File: src/rtl/add_issue_ctrl_if.sv
// Handshake bundle for add_issue_ctrl: upstream operands, adder issue/return,
// downstream results and the sticky error flag.
interface add_issue_ctrl_if #(
  parameter int W = 20
);
  logic         in_valid;
  logic         in_ready;
  logic [W-1:0] in_a;
  logic [W-1:0] in_b;
  logic         start;
  logic [W-1:0] a;
  logic [W-1:0] b;
  logic [W-1:0] add_y;
  logic         add_valid;
  logic         out_valid;
  logic         out_ready;
  logic [W-1:0] out_sum;
  logic         err;

  modport slave (
    input  in_valid, in_a, in_b, add_y, add_valid, out_ready,
    output in_ready, start, a, b, out_valid, out_sum, err
  );

  modport master (
    output in_valid, in_a, in_b, add_y, add_valid, out_ready,
    input  in_ready, start, a, b, out_valid, out_sum, err
  );
endinterface

File: src/rtl/add_issue_ctrl.sv
// Initiator for the two-stage operand adder: skewed a/b issue, credit-limited
// result FIFO with a registered head, and sticky detection of adder anomalies.
module add_issue_ctrl #(
  parameter int W     = 20,
  parameter int DEPTH = 4
) (
  input  logic             clk,
  input  logic             rst_n,
  add_issue_ctrl_if.slave  io_bus
);
  localparam int AW = $clog2(DEPTH);
  localparam int CW = AW + 1;

  logic          w_in_ready;
  logic          w_acc;
  logic          w_pop;
  logic          w_full;
  logic          w_wr;
  logic [CW-1:0] w_remain;
  logic [CW-1:0] w_count_nxt;
  logic [AW-1:0] w_rd_nxt;
  logic [W-1:0]  w_head_nxt;

  logic          r_start;
  logic [W-1:0]  r_a;
  logic [W-1:0]  r_b;
  logic [W-1:0]  r_b_hold;
  logic [2:0]    r_exp_sr;
  logic          r_err;
  logic [CW-1:0] r_credits;
  logic [CW-1:0] r_count;
  logic [AW-1:0] r_wr_ptr;
  logic [AW-1:0] r_rd_ptr;
  logic [W-1:0]  r_mem [DEPTH];
  logic          r_out_valid;
  logic [W-1:0]  r_out_sum;

  assign w_in_ready = (r_credits < CW'(DEPTH));
  assign w_acc      = io_bus.in_valid && w_in_ready;
  assign w_pop      = r_out_valid && io_bus.out_ready;
  assign w_full     = (r_count == CW'(DEPTH));
  // A write into a full FIFO is only possible when the head leaves the same cycle.
  assign w_wr       = io_bus.add_valid && (!w_full || w_pop);

  assign io_bus.in_ready  = w_in_ready;
  assign io_bus.start     = r_start;
  assign io_bus.a         = r_a;
  assign io_bus.b         = r_b;
  assign io_bus.out_valid = r_out_valid;
  assign io_bus.out_sum   = r_out_sum;
  assign io_bus.err       = r_err;

  // Next FIFO occupancy, read pointer and head value for the registered output.
  always_comb begin
    w_remain    = r_count;
    w_count_nxt = r_count;
    w_rd_nxt    = r_rd_ptr;
    w_head_nxt  = {W{1'b0}};
    if (w_pop) begin
      w_remain = r_count - CW'(1);
      w_rd_nxt = r_rd_ptr + AW'(1);
    end else begin
      w_remain = r_count;
      w_rd_nxt = r_rd_ptr;
    end
    if (w_wr) begin
      w_count_nxt = w_remain + CW'(1);
    end else begin
      w_count_nxt = w_remain;
    end
    // An empty FIFO being written presents the incoming sum directly as head.
    if (w_count_nxt == {CW{1'b0}}) begin
      w_head_nxt = {W{1'b0}};
    end else if (w_remain == {CW{1'b0}}) begin
      w_head_nxt = io_bus.add_y;
    end else begin
      w_head_nxt = r_mem[w_rd_nxt];
    end
  end

  // Issue stages, expectation tracking, credits and FIFO control state.
  always_ff @(posedge clk or negedge rst_n) begin
    if (!rst_n) begin
      r_start     <= 1'b0;
      r_a         <= {W{1'b0}};
      r_b         <= {W{1'b0}};
      r_b_hold    <= {W{1'b0}};
      r_exp_sr    <= 3'b000;
      r_err       <= 1'b0;
      r_credits   <= {CW{1'b0}};
      r_count     <= {CW{1'b0}};
      r_wr_ptr    <= {AW{1'b0}};
      r_rd_ptr    <= {AW{1'b0}};
      r_out_valid <= 1'b0;
      r_out_sum   <= {W{1'b0}};
    end else begin
      r_start  <= w_acc;
      r_a      <= w_acc ? io_bus.in_a : {W{1'b0}};
      r_b_hold <= w_acc ? io_bus.in_b : r_b_hold;
      r_b      <= r_start ? r_b_hold : {W{1'b0}};
      r_exp_sr <= {r_exp_sr[1:0], w_acc};
      r_err    <= r_err || (io_bus.add_valid != r_exp_sr[2]);
      // Credits floor at zero so a popped spurious result cannot wrap the counter.
      case ({w_acc, w_pop})
        2'b10:   r_credits <= r_credits + CW'(1);
        2'b01:   r_credits <= (r_credits != {CW{1'b0}}) ? r_credits - CW'(1) : r_credits;
        default: r_credits <= r_credits;
      endcase
      r_count     <= w_count_nxt;
      r_wr_ptr    <= w_wr ? r_wr_ptr + AW'(1) : r_wr_ptr;
      r_rd_ptr    <= w_rd_nxt;
      r_out_valid <= (w_count_nxt != {CW{1'b0}});
      r_out_sum   <= w_head_nxt;
    end
  end

  // Result storage; contents are don't-care until written after reset.
  always_ff @(posedge clk) begin
    if (w_wr) begin
      r_mem[r_wr_ptr] <= io_bus.add_y;
    end else begin
      r_mem[r_wr_ptr] <= r_mem[r_wr_ptr];
    end
  end
endmodule

File: src/flat_wrapper.sv
// flat-port wrapper written by rule: the top's interface ports become plain ports
module add_issue_ctrl_flat 
#(
  parameter int W     = 20,
  parameter int DEPTH = 4
)
  (clk, rst_n, io_bus_in_valid, io_bus_in_a, io_bus_in_b, io_bus_add_y, io_bus_add_valid, io_bus_out_ready, io_bus_in_ready, io_bus_start, io_bus_a, io_bus_b, io_bus_out_valid, io_bus_out_sum, io_bus_err);
  add_issue_ctrl_if #(.W(W)) io_bus_i ();
  input  logic clk;
  input  logic rst_n;
  input wire logic [$bits(io_bus_i.in_valid)-1:0] io_bus_in_valid;
  input wire logic [$bits(io_bus_i.in_a)-1:0] io_bus_in_a;
  input wire logic [$bits(io_bus_i.in_b)-1:0] io_bus_in_b;
  input wire logic [$bits(io_bus_i.add_y)-1:0] io_bus_add_y;
  input wire logic [$bits(io_bus_i.add_valid)-1:0] io_bus_add_valid;
  input wire logic [$bits(io_bus_i.out_ready)-1:0] io_bus_out_ready;
  output wire logic [$bits(io_bus_i.in_ready)-1:0] io_bus_in_ready;
  output wire logic [$bits(io_bus_i.start)-1:0] io_bus_start;
  output wire logic [$bits(io_bus_i.a)-1:0] io_bus_a;
  output wire logic [$bits(io_bus_i.b)-1:0] io_bus_b;
  output wire logic [$bits(io_bus_i.out_valid)-1:0] io_bus_out_valid;
  output wire logic [$bits(io_bus_i.out_sum)-1:0] io_bus_out_sum;
  output wire logic [$bits(io_bus_i.err)-1:0] io_bus_err;
  assign io_bus_i.in_valid = io_bus_in_valid;
  assign io_bus_i.in_a = io_bus_in_a;
  assign io_bus_i.in_b = io_bus_in_b;
  assign io_bus_i.add_y = io_bus_add_y;
  assign io_bus_i.add_valid = io_bus_add_valid;
  assign io_bus_i.out_ready = io_bus_out_ready;
  assign io_bus_in_ready = io_bus_i.in_ready;
  assign io_bus_start = io_bus_i.start;
  assign io_bus_a = io_bus_i.a;
  assign io_bus_b = io_bus_i.b;
  assign io_bus_out_valid = io_bus_i.out_valid;
  assign io_bus_out_sum = io_bus_i.out_sum;
  assign io_bus_err = io_bus_i.err;
  add_issue_ctrl #(.W(W), .DEPTH(DEPTH)) u_core (.clk(clk), .rst_n(rst_n), .io_bus(io_bus_i));
endmodule
File: config.mk
export PLATFORM = sky130hd
export DESIGN_NAME = add_issue_ctrl_flat
export DESIGN_NICKNAME = d
export VERILOG_FILES = /design/src/rtl/add_issue_ctrl_if.sv /design/src/rtl/add_issue_ctrl.sv /design/src/flat_wrapper.sv
export SDC_FILE = /design/constraint.sdc
export NUM_CORES = 1
export LEC_CHECK = 0
export ABC_AREA = 1
export BUFFER_PORTS_ARGS = -buffer_cell sky130_fd_sc_hd__clkbuf_2
export CAP_MARGIN = 15
export CORE_MARGIN = 8
export CORE_UTILIZATION = 40
export CTS_CLUSTER_DIAMETER = 120
export DETAILED_ROUTE_END_ITERATION = 10
export MAX_ROUTING_LAYER = met4
export PLACE_DENSITY = 0.65
export RECOVER_POWER = 25
export REMOVE_ABC_BUFFERS = 1
export SETUP_SLACK_MARGIN = 0.2
export SLEW_MARGIN = 20
export SYNTH_ARGS = -nofsm -noshare
export SYNTH_HDL_FRONTEND = slang
export SYNTH_SLANG_ARGS = --single-unit
File: constraint.sdc
create_clock -name clk -period 2.3 [get_ports clk]
set_input_delay 0.46 -clock clk [delete_from_list [all_inputs] [get_ports clk]]
set_output_delay 0.46 -clock clk [all_outputs]
set_load 0.01 [all_outputs]
# Yosys cells after proc, flatten, opt, wreduce, memory -nomap -nowiden
# Memories as Yosys holds them, arrays and structs flattened.
# Cells that the tools add are included.
[word_totals] out_inout_bits=64 wordCells=53 in_bits=65 ramBits=80 regBits=96 n_memories=1
[memory_table] memory="u_core.r_mem" words=4 word_bits=20 rd=1 rd_clocked_by_memory_dff=0 wr=1 line_no="add_issue_ctrl.sv:34" rtl="logic [W-1:0] r_mem [DEPTH];"
[classes] n_lt_le_gt_ge=1 n_eq_ne=6 n_bitwise=1 mux=13 reduce_logical=13 add_sub_neg=6
[op_table] operator="$mux 20" count=5
[op_table] operator="$mux 3" count=3
[op_table] operator="$add 3x1->3 const B" count=2
[op_table] operator="$logic_not 3->1" count=2
[op_table] operator="$pmux 3 s2" count=1
[op_table] operator="$reduce_bool 3->1" count=2
[op_table] operator="$sub 3x1->3 const B" count=2
[op_table] operator="$add 2x1->2 const B" count=2
[op_table] operator="$reduce_and 2->1" count=2
[op_table] operator="$eq 3x3->1 const B" count=1
[op_table] operator="$logic_and 1x1->1" count=3
[op_table] operator="$lt 3x3->1 const B" count=1
[op_table] operator="$mux 1" count=3
[op_table] operator="$eq 2x1->1 const B" count=1
[op_table] operator="$eq 2x2->1 const B" count=1
[op_table] operator="$logic_or 1x1->1" count=2
[op_table] operator="$mux 2" count=1
[op_table] operator="$ne 2x1->1 const B" count=1
[op_table] operator="$reduce_bool 2->1" count=1
[op_table] operator="$logic_not 1->1" count=1
[op_table] operator="$ne 0x0->1" count=1
[op_table] operator="$ne 1x1->1" count=1
[op_table] operator="$or 1x1->1" count=1

# Logic depth before layout (Yosys ltp)
# Gate-level depths: netlist of run 1.
[logic_depth] ltp_word=7 mapped_depth=14 mapped_depth_nobuf=13

# Worst setup path after synthesis of run 1
# OpenSTA, ideal clock, no wires.
[synth_path] path_kind="register to register" from="register u_core.r_count[0]" to="memory u_core.r_mem[0][0], enable pin" path_slack_ns=0.028 stages_incl_launch_ff=7 required_time_ns=1.903 n_path_buf=0 arrival_ns=1.875 period_less_slack_ns=2.272 path_cell_list="dfrtp_1 > inv_1 > ha_1 > ha_1 > nand2_2 > nand2_4 > nor2_1"
[synth_between] elab_chain_cells=7 elab_cells_between_ends=9 classes_between="1 x eq/ne; 3 x mux; 1 x bitwise; 4 x reduce/logical"
[synth_rtl] element="start: declaration" line_no="add_issue_ctrl.sv:31" rtl="logic [CW-1:0] r_count;"
[synth_rtl] element="start signal: assignment" line_no="add_issue_ctrl.sv:91" rtl="r_count <= {CW{1'b0}};"
[synth_rtl] element="start signal: assignment" line_no="add_issue_ctrl.sv:109" rtl="r_count <= w_count_nxt;"
[synth_rtl] element="$eq 3x3->1 (*)" line_no="add_issue_ctrl.sv:41" rtl="assign w_full = (r_count == CW'(DEPTH));"
[synth_rtl] element="$logic_not 1->1 (*)" line_no="add_issue_ctrl.sv:43" rtl="assign w_wr = io_bus.add_valid && (!w_full || w_pop);"
[synth_rtl] element="$logic_or 1x1->1 (*)" line_no="add_issue_ctrl.sv:43"
[synth_rtl] element="$logic_and 1x1->1 (*)" line_no="add_issue_ctrl.sv:43"
[synth_rtl] element="$mux 1 (on tied branches)" line_no="add_issue_ctrl.sv:119, add_issue_ctrl.sv:122"
[synth_rtl] element="$mux 1 (implied by the code) / $reduce_and 2->1 (equally long branches)"
[synth_rtl] element="$or 1x1->1 (no source line) (*)"
[synth_rtl] element="end: declaration" line_no="add_issue_ctrl.sv:34"
# Every way passes the cells marked *; elsewhere a longest branch is shown, timed or not.

# Worst setup path in the final report of run 1
[layout_path] from="register u_core.r_count[0]" to="register u_core.r_out_sum[10] (netlist: u_core.io_bus.out_sum[10])"
[layout_between] elab_chain_cells=7 elab_cells_between_ends=12 classes_between="2 x add/sub; 1 x eq/ne; 4 x mux; 5 x reduce/logical"
[layout_rtl] element="branches (longest 4 deep; another with $sub 3x1->3)"
[layout_rtl] element="$mux 3 (*)" line_no="add_issue_ctrl.sv:66" rtl="if (w_wr) begin"
[layout_rtl] element="net u_core.w_count_nxt[1]" line_no="add_issue_ctrl.sv:20" rtl="logic [CW-1:0] w_count_nxt;"
[layout_rtl] element="$logic_not 3->1 (*)" line_no="add_issue_ctrl.sv:72" rtl="if (w_count_nxt == {CW{1'b0}}) begin"
[layout_rtl] element="$mux 20 (*)" line_no="add_issue_ctrl.sv:72"
[layout_rtl] element="net u_core.w_head_nxt[10]" line_no="add_issue_ctrl.sv:22" rtl="logic [W-1:0] w_head_nxt;"
[layout_rtl] element="end signal: assignment" line_no="add_issue_ctrl.sv:95" rtl="r_out_sum <= {W{1'b0}};"
[layout_rtl] element="end signal: assignment" line_no="add_issue_ctrl.sv:113" rtl="r_out_sum <= w_head_nxt;"
[layout_rtl] element="end: declaration" line_no="add_issue_ctrl.sv:36" rtl="logic [W-1:0] r_out_sum;"
# Mark *: on every way through the listed nets, which the timed path passes.
# A chain may end at the register's enable or synchronous reset.

==> results of run 1 <==
-- logic make-up after synthesis --
kind of cell,after synthesis,synth area share [%]
buffers and inverters,116,6.89
and+or+nand+nor,328,20.6
DFF,175,68.3
AOI/OAI and AO/OA,27,2.15
adders and majority gates,9,1.72
xor gates and xnor gates,3,0.376
-- path summary, 6_finish.rpt --
path,from,end,depth (start not counted)
setup / recovery,u_core.r_count[0],u_core.io_bus.out_sum[10],14
hold / removal,io_bus_in_a[12],u_core.io_bus.a[12],3
setup reg to reg,u_core.r_count[0],u_core.io_bus.out_sum[10],14
hold reg to reg,u_core.r_exp_sr[1],u_core.r_exp_sr[2],0
max in group asynchronous,rst_n,u_core.io_bus.b[14],3
min in group asynchronous,rst_n,u_core.io_bus.out_sum[7],2
-- power by group through the flow --
stage                     clock [W]  sequential (W)  combinational (W)
after global routing        0.00296         0.00464            0.00492
after global placement            0         0.00460            0.00390
after CTS                   0.00283         0.00456            0.00405
after floorplan                   0         0.00473            0.00234
after detailed placement          0         0.00461            0.00401
final                       0.00276         0.00455            0.00436
-- stage by stage --
step / cells / area (µm²) / total power (W) / hold WS (ns) / utilization, %
floorplan: 626 / 6830 / 0.00707 / 0.164 / -
global placement: 996 / 7940 / 0.00850 / 0.331 / 46.2
detailed placement: 996 / 7940 / 0.00862 / 0.354 / 46.2
CTS: 1029 / 8530 / 0.0114 / 0.205 / 49.7
global route: 1034 / 8620 / 0.0125 / 0.205 / 50.2
finish: 1035 / 8630 / 0.0117 / 0.226 / 50.2
-- placed cells by master, fill, tap and decap left out, drive strengths merged --
master / n
nand3: 88
edfxtp: 80
nand4: 2
o21ai: 4
nor2: 49
nand2: 189
fa: 1
ha: 8
clkbuf: 153
diode: 2
inv: 84
a21oi: 23
xor2: 3
buf: 19
clkinv: 8
clkinvlp: 1
dfrtp: 95
dlygate4sd3: 1
-- cell type report --
class | count | area (µm²) | share of cell area, %
sequential | 175 | 4780 | 55.4
multi-input combinational | 367 | 1790 | 20.7
timing repair buffer | 150 | 883 | 10.2
clock buffer | 23 | 520 | 6.03
inverter | 84 | 315 | 3.65
tap | 225 | 282 | 3.26
clock inverter | 9 | 55.1 | 0.638
antenna | 2 | 5.00 | 0.0580
-- registers in the layout, indices dropped and copies added, names as in the netlist --
register,cells
u_core.io_bus.out_valid,1
u_core.r_mem,80
u_core.io_bus.err,1
u_core.r_wr_ptr,2
u_core.r_count,3
u_core.r_b_hold,20
u_core.r_credits,3
u_core.io_bus.b,20
u_core.r_rd_ptr,2
u_core.r_exp_sr,3
u_core.io_bus.out_sum,20
u_core.io_bus.a,20
-- worst min-delay path, delay by kind of cell --
kind / cells / cell delay (ns)
and+or+nand+nor: 1 / 0.03
buffers and inverters: 2 / 0.12
-- repair_timing --
item	CTS	global route
hold buffers	1	0
setup endpoints to repair	19	21
resized for setup	1	12
endpoints found under the hold margin	22	0
buffers inserted	0	1
pin swaps	0	6
cloned	0	3
-- metal layers --
layer  vias to the layer above  share of wire (%)
met5                         -                  0
met4                         0                1.5
met3                        19                8.1
met2                       164                 46
met1                      2250                 45
li1                       2360                  -
==> flow_summary.json, run 1 <==
{
  "die_area_um2": 22000,
  "drive_above_1_share_pct": 24.8,
  "drt-total-wl_mm": 16.1,
  "drc_errors": 0,
  "preCtsSetupSlack_ns": 0.166,
  "critPathCaptureType": "register",
  "netSwitchingPower_w": 0.00426,
  "place_congestion": 0.748,
  "n_fill_cell": 1598,
  "leakage_nw": 4.27,
  "required_ns": 2.65,
  "cts_root_buffer": "clkbuf_16",
  "p_seq_share_pct": 39.0,
  "antenna_left": 0,
  "grt_overflow_total": 0,
  "fin_ws_ns": 0.339,
  "grt_start_max_net_pins": 59,
  "pwr-share-clk_pct": 23.6,
  "crit_path_start_kind": "register",
  "ys.flop_type": "dfrtp_1",
  "track_usage_pct": 15.5,
  "fmax_mhz": 510,
  "synth_top_area_share_pct": 34.3,
  "syn_area_per_cell_um2": 10.6,
  "worst_pin_slew_ns": 0.937,
  "worstSkewPairLatency_ns": 0.42,
  "powerDensity_nw_per_um2": 1350,
  "h-tree-depth": 4,
  "rsz0062_at_grt": "false",
  "cts_buffer_depth": 2,
  "cts.sinks": 175,
  "die_w_um": 148,
  "ioPinCount": 129,
  "async_reset_ff_share_pct": 54.3,
  "period_share_pct": 85.3,
  "syn_inst": 658,
  "critical_path.top_delay_family": "simple AND/OR/NAND/NOR gates",
  "grt_pass1_wl_mm": 25.7,
  "p_int_w": 0.00741,
  "r2r_slack_ns": 0.34,
  "grt_use_met2_pct": 23.5,
  "critPathArrivalTime_ns": 2.31,
  "nNetsFinal": 869,
  "cap_violations": 0,
  "pwr-share-comb_pct": 37.4,
  "synth_area_um2": 7000,
  "ys.warnings.count": 0,
  "cts_tree": "built",
  "cpMaxStageDelayCell": "dfrtp_1",
  "tns_ns": 0,
  "row_count": 48,
  "synth_area_leader_cell": "edfxtp_1",
  "use_met3_pct": 5.38,
  "yosys-top-cells-area": "edfxtp_1, dfrtp_1, nand2_1, nand3_1, inv_1",
  "setup_viol": 0,
  "period_needed_ns": 1.96,
  "cp_cell_sequence": "inv_2, ha_1, inv_1, nand3_2, nand2_2, inv_2, ha_4, nand3_2, nand2_2, nor2_4, nand2_4, clkbuf_16, nand2_2, nor2_2",
  "yosys-top-cells-count": "nand2_1, dfrtp_1, nand3_1",
  "slowest_delay_ns": 0.36,
  "busiest_layer": "met2",
  "die_y_um": 148,
  "synth.most_common_cell": "nand2_1",
  "grt_antenna_before_repair": 1,
  "path_common_cell": "nand2_2",
  "critPathBufInv": 4,
  "status": "finished, final reports clean",
  "drt_iter0_drc": 266,
  "drtPass1Iterations": 5,
  "dp_hpwl_mm": 9.83,
  "ys_ff_latch": 175,
  "hold_path.class": "in -> reg",
  "initial_core_util_pct": 40.7,
  "syn_to_final_growth_pct": 23.3,
  "maxSlewViolCount": 0,
  "io_buffers": 128,
  "post_drt_wl_per_cell_um": 15.6,
  "crit_type": "reg -> reg",
  "finalHoldViolCount": 0,
  "skew_ns": 0.00939,
  "synth-edff-count": 80,
  "viasPerCell": 4.63,
  "met1_usage_pct": 18.7,
  "ir_drop_v": 0.000558,
  "vias": 4793,
  "grt_pass1_vias": 5046,
  "clk_pin_slew_ns": 0.06,
  "p_sw_share_pct": 36.5,
  "maxSlewHeadroom_pct": 37.6,
  "synth.yosys.seq_area_share_pct": 68.3,
  "core_region_area_um2": 17200,
  "critPathMaxFanout": 5,
  "yosysUniqueCellTypes": 23,
  "cts_made_buffers": 17
}
(Power assumes the default switching activity.)
==> run 2, diff against run 1 <==
--- a/config.mk
+++ b/config.mk
@@ -8,6 +8,7 @@
 export ABC_AREA = 1
 export BUFFER_PORTS_ARGS = -buffer_cell sky130_fd_sc_hd__clkbuf_2
 export CAP_MARGIN = 15
+export CORE_ASPECT_RATIO = 0.75
 export CORE_MARGIN = 8
 export CORE_UTILIZATION = 40
 export CTS_CLUSTER_DIAMETER = 120
==> run 2 against run 1 <==
Against the previous run:
- flip-flop and latch count is the same
- critical path depth is the same
- global-route usage shrank 0.44 points
- clock-buffer cell count decreased by 2
- maximum frequency down 1.3%
- register-to-register slack worse by 0.03 ns
- setup slack worse by 0.026 ns
- clock skew barely moved
- non-clock buffer count rose by 4
- critical endpoint is now u_core.io_bus.out_sum[3]
- utilization decreased by 0.32 points
- largest cell class unchanged
- wire length barely moved
- critical path type unchanged
- via count shrank 0.13%
==> flow_summary.json, run 2 (synthesized netlist as in run 1, its figures left out) <==
{
  "status": "finished, final reports clean",
  "leakage_nw": 4.30,
  "drtPass1Iterations": 4,
  "drive_above_1_share_pct": 25.0,
  "drt_iter0_drc": 416,
  "worstSkewPairLatency_ns": 0.42,
  "fin_ws_ns": 0.313,
  "cts.sinks": 175,
  "grt_overflow_total": 0,
  "busiest_layer": "met2",
  "required_ns": 2.65,
  "setup_viol": 0,
  "syn_to_final_growth_pct": 24.1,
  "final_common_cell": "nand2_1",
  "ioPinCount": 129,
  "met1_usage_pct": 19.0,
  "crit_type": "reg -> reg",
  "hold_slack_ns": 0.220,
  "vias": 4787,
  "period_needed_ns": 1.99,
  "grt_pass1_wl_mm": 25.0,
  "tns_ns": 0,
  "antenna_left": 0,
  "crit_path_start_kind": "register",
  "critPathCaptureType": "register",
  "critPathMaxFanout": 5,
  "die_y_um": 131,
  "post_drt_wl_per_cell_um": 15.3,
  "grt_start_max_net_pins": 51,
  "preCtsSetupSlack_ns": 0.142,
  "drc_errors": 0,
  "cts_tree": "built",
  "hold_path.class": "in -> reg",
  "n_fill_cell": 1552,
  "rsz0062_at_grt": "false",
  "final_cell_mix": "nand2_1, clkbuf_2, dfrtp_1",
  "die_area_um2": 22000,
  "worst_pin_slew_ns": 1.35,
  "grt_use_met2_pct": 23.3,
  "viasPerCell": 4.54,
  "period_share_pct": 86.4,
  "stdcell_area_um2": 8680,
  "use_met3_pct": 4.38,
  "grt_pass1_vias": 4689,
  "initial_core_util_pct": 40.2,
  "cap_violations": 0,
  "core_region_area_um2": 17400,
  "fmax_mhz": 503,
  "powerDensity_nw_per_um2": 1360,
  "row_count": 42,
  "cts_made_buffers": 17,
  "maxSlewHeadroom_pct": 9.95,
  "grt_antenna_before_repair": 1,
  "clk_pin_slew_ns": 0.07,
  "placed_area_um2": 8000,
  "drt-total-wl_mm": 16.1,
  "largest_reg_flops": 80,
  "maxSlewViolCount": 0,
  "place_congestion": 0.756,
  "largest-register": "u_core.r_mem",
  "io_buffers": 128,
  "finalHoldViolCount": 0,
  "skew_ns": 0.00922,
  "critPathArrivalTime_ns": 2.34,
  "h-tree-depth": 4,
  "nNetsFinal": 873,
  "cts_buffer_depth": 2,
  "track_usage_pct": 15.0,
  "dp_hpwl_mm": 10.2,
  "die_w_um": 169,
  "cts_root_buffer": "clkbuf_16",
  "ir_drop_v": 0.000624
}
run 2: cell count changes in the layout (fill, tap and decap cells not counted), sizes merged:
cell	before	now
clkinvlp	1	0
dlygate4sd3	1	0
bufinv	0	1
inv	84	89
buf	19	24
clkinv	8	5
clkbuf	153	151
diode	2	1
run 2: critical path: stages (launching register included):
cell and delay, ns:
dfrtp_1 0.37, inv_1 0.10, ha_1 0.23, inv_1 0.07, nand3_2 0.07, nand2_2 0.10, inv_1 0.07, ha_4 0.26
nand3_2 0.07, nand2_2 0.09, nor2_4 0.04, nand2_4 0.13, clkbuf_16 0.18, nand2_1 0.05, nor2_1 0.08
run 2: layer usage:
| layer | routed length [µm] | up-vias |
|---|---|---|
| met5 | 0 | - |
| met4 | 170 | 0 |
| met3 | 945 | 13 |
| met2 | 7790 | 118 |
| met1 | 7210 | 2285 |
| li1 | - | 2371 |
run 2: repair_timing:
action / 4_1_cts / 5_1_grt
hold buffers: 0 / 0
resized for setup: 1 / 11
hold endpoints to repair: 0 / 0
setup buffers: 0 / 2
endpoints found under the setup margin: 20 / 21
cloned: 0 / 3
pin swaps: 0 / 5
run 2: where the power goes:
group | internal [W] | leakage (nW) | switching (W) | total, W
logic | 0.00165 | 2.08 | 0.00277 | 0.00441
clock network | 0.00160 | 0.290 | 0.00121 | 0.00281
registers | 0.00420 | 1.93 | 0.000341 | 0.00455
total | 0.00745 | 4.30 | 0.00432 | 0.0118
run 2: worst paths after layout:
kind                                     from                   endpoint  slack (ns)  cells after the start
max                         u_core.r_count[0]   u_core.io_bus.out_sum[3]        0.31                     14
min                            io_bus_in_a[4]         u_core.io_bus.a[4]        0.22                      3
max reg2reg                 u_core.r_count[0]   u_core.io_bus.out_sum[3]        0.31                     14
min reg2reg                u_core.r_exp_sr[1]         u_core.r_exp_sr[2]        0.35                      0
max in group asynchronous               rst_n  u_core.io_bus.out_sum[11]        1.14                      1
min in group asynchronous               rst_n         u_core.io_bus.a[4]        0.33                      1
run 2: layout make-up:
| cell class | instances | area, µm² | area share [%] |
|---|---|---|---|
| Sequential cell | 175 | 4780 | 55.1 |
| Tap cell | 242 | 303 | 3.49 |
| Antenna cell | 1 | 2.50 | 0.0288 |
| Timing Repair Buffer | 154 | 912 | 10.5 |
| Multi-Input combinational cell | 367 | 1790 | 20.6 |
| Inverter | 84 | 315 | 3.63 |
| Clock inverter | 11 | 104 | 1.20 |
| Clock buffer | 21 | 472 | 5.43 |
run 2: through the flow:
stage	utilization (%)	cells	total power [W]
2_1_floorplan	-	626	0.00707
3_3_place_gp	46.0	1017	0.00856
3_5_place_dp	46.0	1017	0.00865
4_1_cts	49.3	1049	0.0115
5_1_grt	49.9	1055	0.0126
6_report	49.9	1055	0.0118
==> run 3, diff against run 2 <==
--- a/config.mk
+++ b/config.mk
@@ -6,9 +6,9 @@
 export NUM_CORES = 1
 export LEC_CHECK = 0
 export ABC_AREA = 1
-export BUFFER_PORTS_ARGS = -buffer_cell sky130_fd_sc_hd__clkbuf_2
+export BUFFER_PORTS_ARGS = -buffer_cell sky130_fd_sc_hd__buf_4
 export CAP_MARGIN = 15
-export CORE_ASPECT_RATIO = 0.75
+export CORE_ASPECT_RATIO = 1.5
 export CORE_MARGIN = 8
 export CORE_UTILIZATION = 40
 export CTS_CLUSTER_DIAMETER = 120
==> run 3 against run 2 <==
Against the previous run:
- via count up 0.86%
- wire length decreased by 1.4%
- global-route usage rose by 0.16 points
- non-clock buffer count rose by 1
- design area grew 2.3%
==> flow_summary.json, run 3 (synthesized netlist as in run 1, its figures left out) <==
{
  "r2r_slack_ns": 0.28,
  "drt-total-wl_mm": 15.9,
  "die_w_um": 124,
  "die_area_um2": 22100,
  "r2r-end": "u_core.io_bus.out_sum[4]",
  "powerDensity_nw_per_um2": 1330,
  "leakage_nw": 4.35,
  "h-tree-depth": 4,
  "preCtsSetupSlack_ns": 0.171,
  "final_cell_mix": "nand2_1, buf_4, dfrtp_1",
  "worstSkewPairLatency_ns": 0.42,
  "drc_errors": 0,
  "io_buffers": 128,
  "drt_iter0_drc": 262,
  "skew_ns": 0.0103,
  "slowest_delay_ns": 0.38,
  "drive_above_1_share_pct": 24.4,
  "cap_violations": 0,
  "crit_path_start_kind": "register",
  "r2r_cells": 14,
  "grt_start_max_net_pins": 57,
  "ioPinCount": 129,
  "rsz0062_at_grt": "false",
  "cts_buffer_depth": 2,
  "drtPass1Iterations": 6,
  "track_usage_pct": 15.2,
  "cts_made_buffers": 17,
  "largest_reg_flops": 80,
  "placed_area_um2": 8260,
  "ir_drop_v": 0.000626,
  "hold_path.class": "in -> reg",
  "crit_type": "reg -> reg",
  "viasPerCell": 4.70,
  "cts.sinks": 175,
  "cpMaxStageDelayCell": "dfrtp_1",
  "whs_endpoint": "u_core.r_b_hold[19]",
  "cts_root_buffer": "clkbuf_16",
  "syn_to_final_growth_pct": 27.0,
  "fin_ws_ns": 0.284,
  "period_needed_ns": 2.02,
  "fmax_mhz": 496,
  "status": "finished, final reports clean",
  "grt_antenna_before_repair": 2,
  "stdcell_area_um2": 8880,
  "place_congestion": 0.742,
  "grt_pass1_wl_mm": 24.9,
  "setup.worst_path.start": "u_core.r_count[0]",
  "cts_tree": "built",
  "required_ns": 2.61,
  "worstReg2RegStart": "u_core.r_count[0]",
  "core_region_area_um2": 17300,
  "nNetsFinal": 874,
  "min_path_cells": 3,
  "row_count": 59,
  "dp_hpwl_mm": 10.2,
  "critPathArrivalTime_ns": 2.32,
  "initial_core_util_pct": 40.5,
  "final_util_pct": 51.4,
  "maxSlewViolCount": 0,
  "critPathCaptureType": "register",
  "critical_path.top_delay_family": "simple AND/OR/NAND/NOR gates",
  "period_share_pct": 87.7,
  "antenna_left": 0,
  "grt_overflow_total": 0,
  "setup_viol": 0,
  "critPathMaxFanout": 5,
  "largest-register": "u_core.r_mem",
  "finalHoldViolCount": 0,
  "vias": 4828,
  "die_y_um": 178,
  "clk_pin_slew_ns": 0.07,
  "final_common_cell": "nand2_1",
  "cp_cell_sequence": "inv_2, ha_1, inv_1, nand3_2, nand2_2, inv_1, ha_1, nand3_2, nand2_2, nor2_4, nand2_4, clkbuf_16, nand2_1, nor2_1",
  "holdCritStartpoint": "io_bus_in_b[19]",
  "critPathBufInv": 4,
  "worst_pin_slew_ns": 1.41,
  "maxSlewHeadroom_pct": 6.22,
  "post_drt_wl_per_cell_um": 15.5,
  "grt_pass1_vias": 4895
}
[run 3: changes by cell type in the layout (fill, tap and decap cells not counted), sizes merged]
cell,change
clkbuf,-109
buf,+106
clkinvlp,+3
diode,+1
dlygate4sd3,+1
[run 3: layout make-up]
class / count / area [µm²]
antenna: 2 / 5.00
clock buffer: 18 / 429
clock inverter: 14 / 134
fill: 1602 / 8390
inverter: 84 / 315
multi-input combinational: 367 / 1770
sequential: 175 / 4780
tap: 213 / 267
timing repair buffer: 155 / 1180
[run 3: worst min-delay path, delay by kind of cell]
family / cells / cell delay, ns
and+or+nand+nor: 2 / 0.09
buffers and inverters: 1 / 0.08
[run 3: report_power, final]
part | total (W) | switching, W | leakage, nW | internal [W]
logic | 0.00453 | 0.00269 | 2.15 | 0.00184
clock network | 0.00275 | 0.00124 | 0.268 | 0.00151
registers | 0.00454 | 0.000333 | 1.93 | 0.00420
total | 0.0118 | 0.00426 | 4.35 | 0.00756
[run 3: what timing repair did]
action                                 in CTS  in global routing
hold buffers                                1                  0
endpoints found under the hold margin      18                  0
cloned                                      0                  3
resized for setup                           1                  8
pin swaps                                   0                  5
setup endpoints to repair                  11                 21
setup buffers                               0                  4
[run 3: metal layers]
metal  global-route usage [%]  up-vias  routed length [µm]
li1                         -     2378                   -
met1                     15.6     2299                6030
met2                     26.3      132                8460
met3                     5.32       19                1190
met4                     4.88        0                 213
met5                        -        -                   0
[run 3: worst max-delay path by stage]
stage                                 to  depth (start not counted)
3_3_place_gp    u_core.io_bus.out_sum[7]                         14
4_1_cts         u_core.io_bus.out_sum[7]                         14
3_5_place_dp    u_core.io_bus.out_sum[7]                         14
5_1_grt        u_core.io_bus.out_sum[15]                         14
6_report        u_core.io_bus.out_sum[4]                         14
2_1_floorplan  u_core.io_bus.out_sum[10]                         10
[run 3: per-stage QoR]
step	setup TNS, ns	total power [W]	hold slack [ns]	instances
detailed placement	0	0.00884	0.338	986
finish	0	0.0118	0.234	1028
CTS	0	0.0116	0.215	1019
floorplan	-7.43	0.00707	0.164	626
global route	0	0.0127	0.221	1028
global placement	0	0.00873	0.332	986
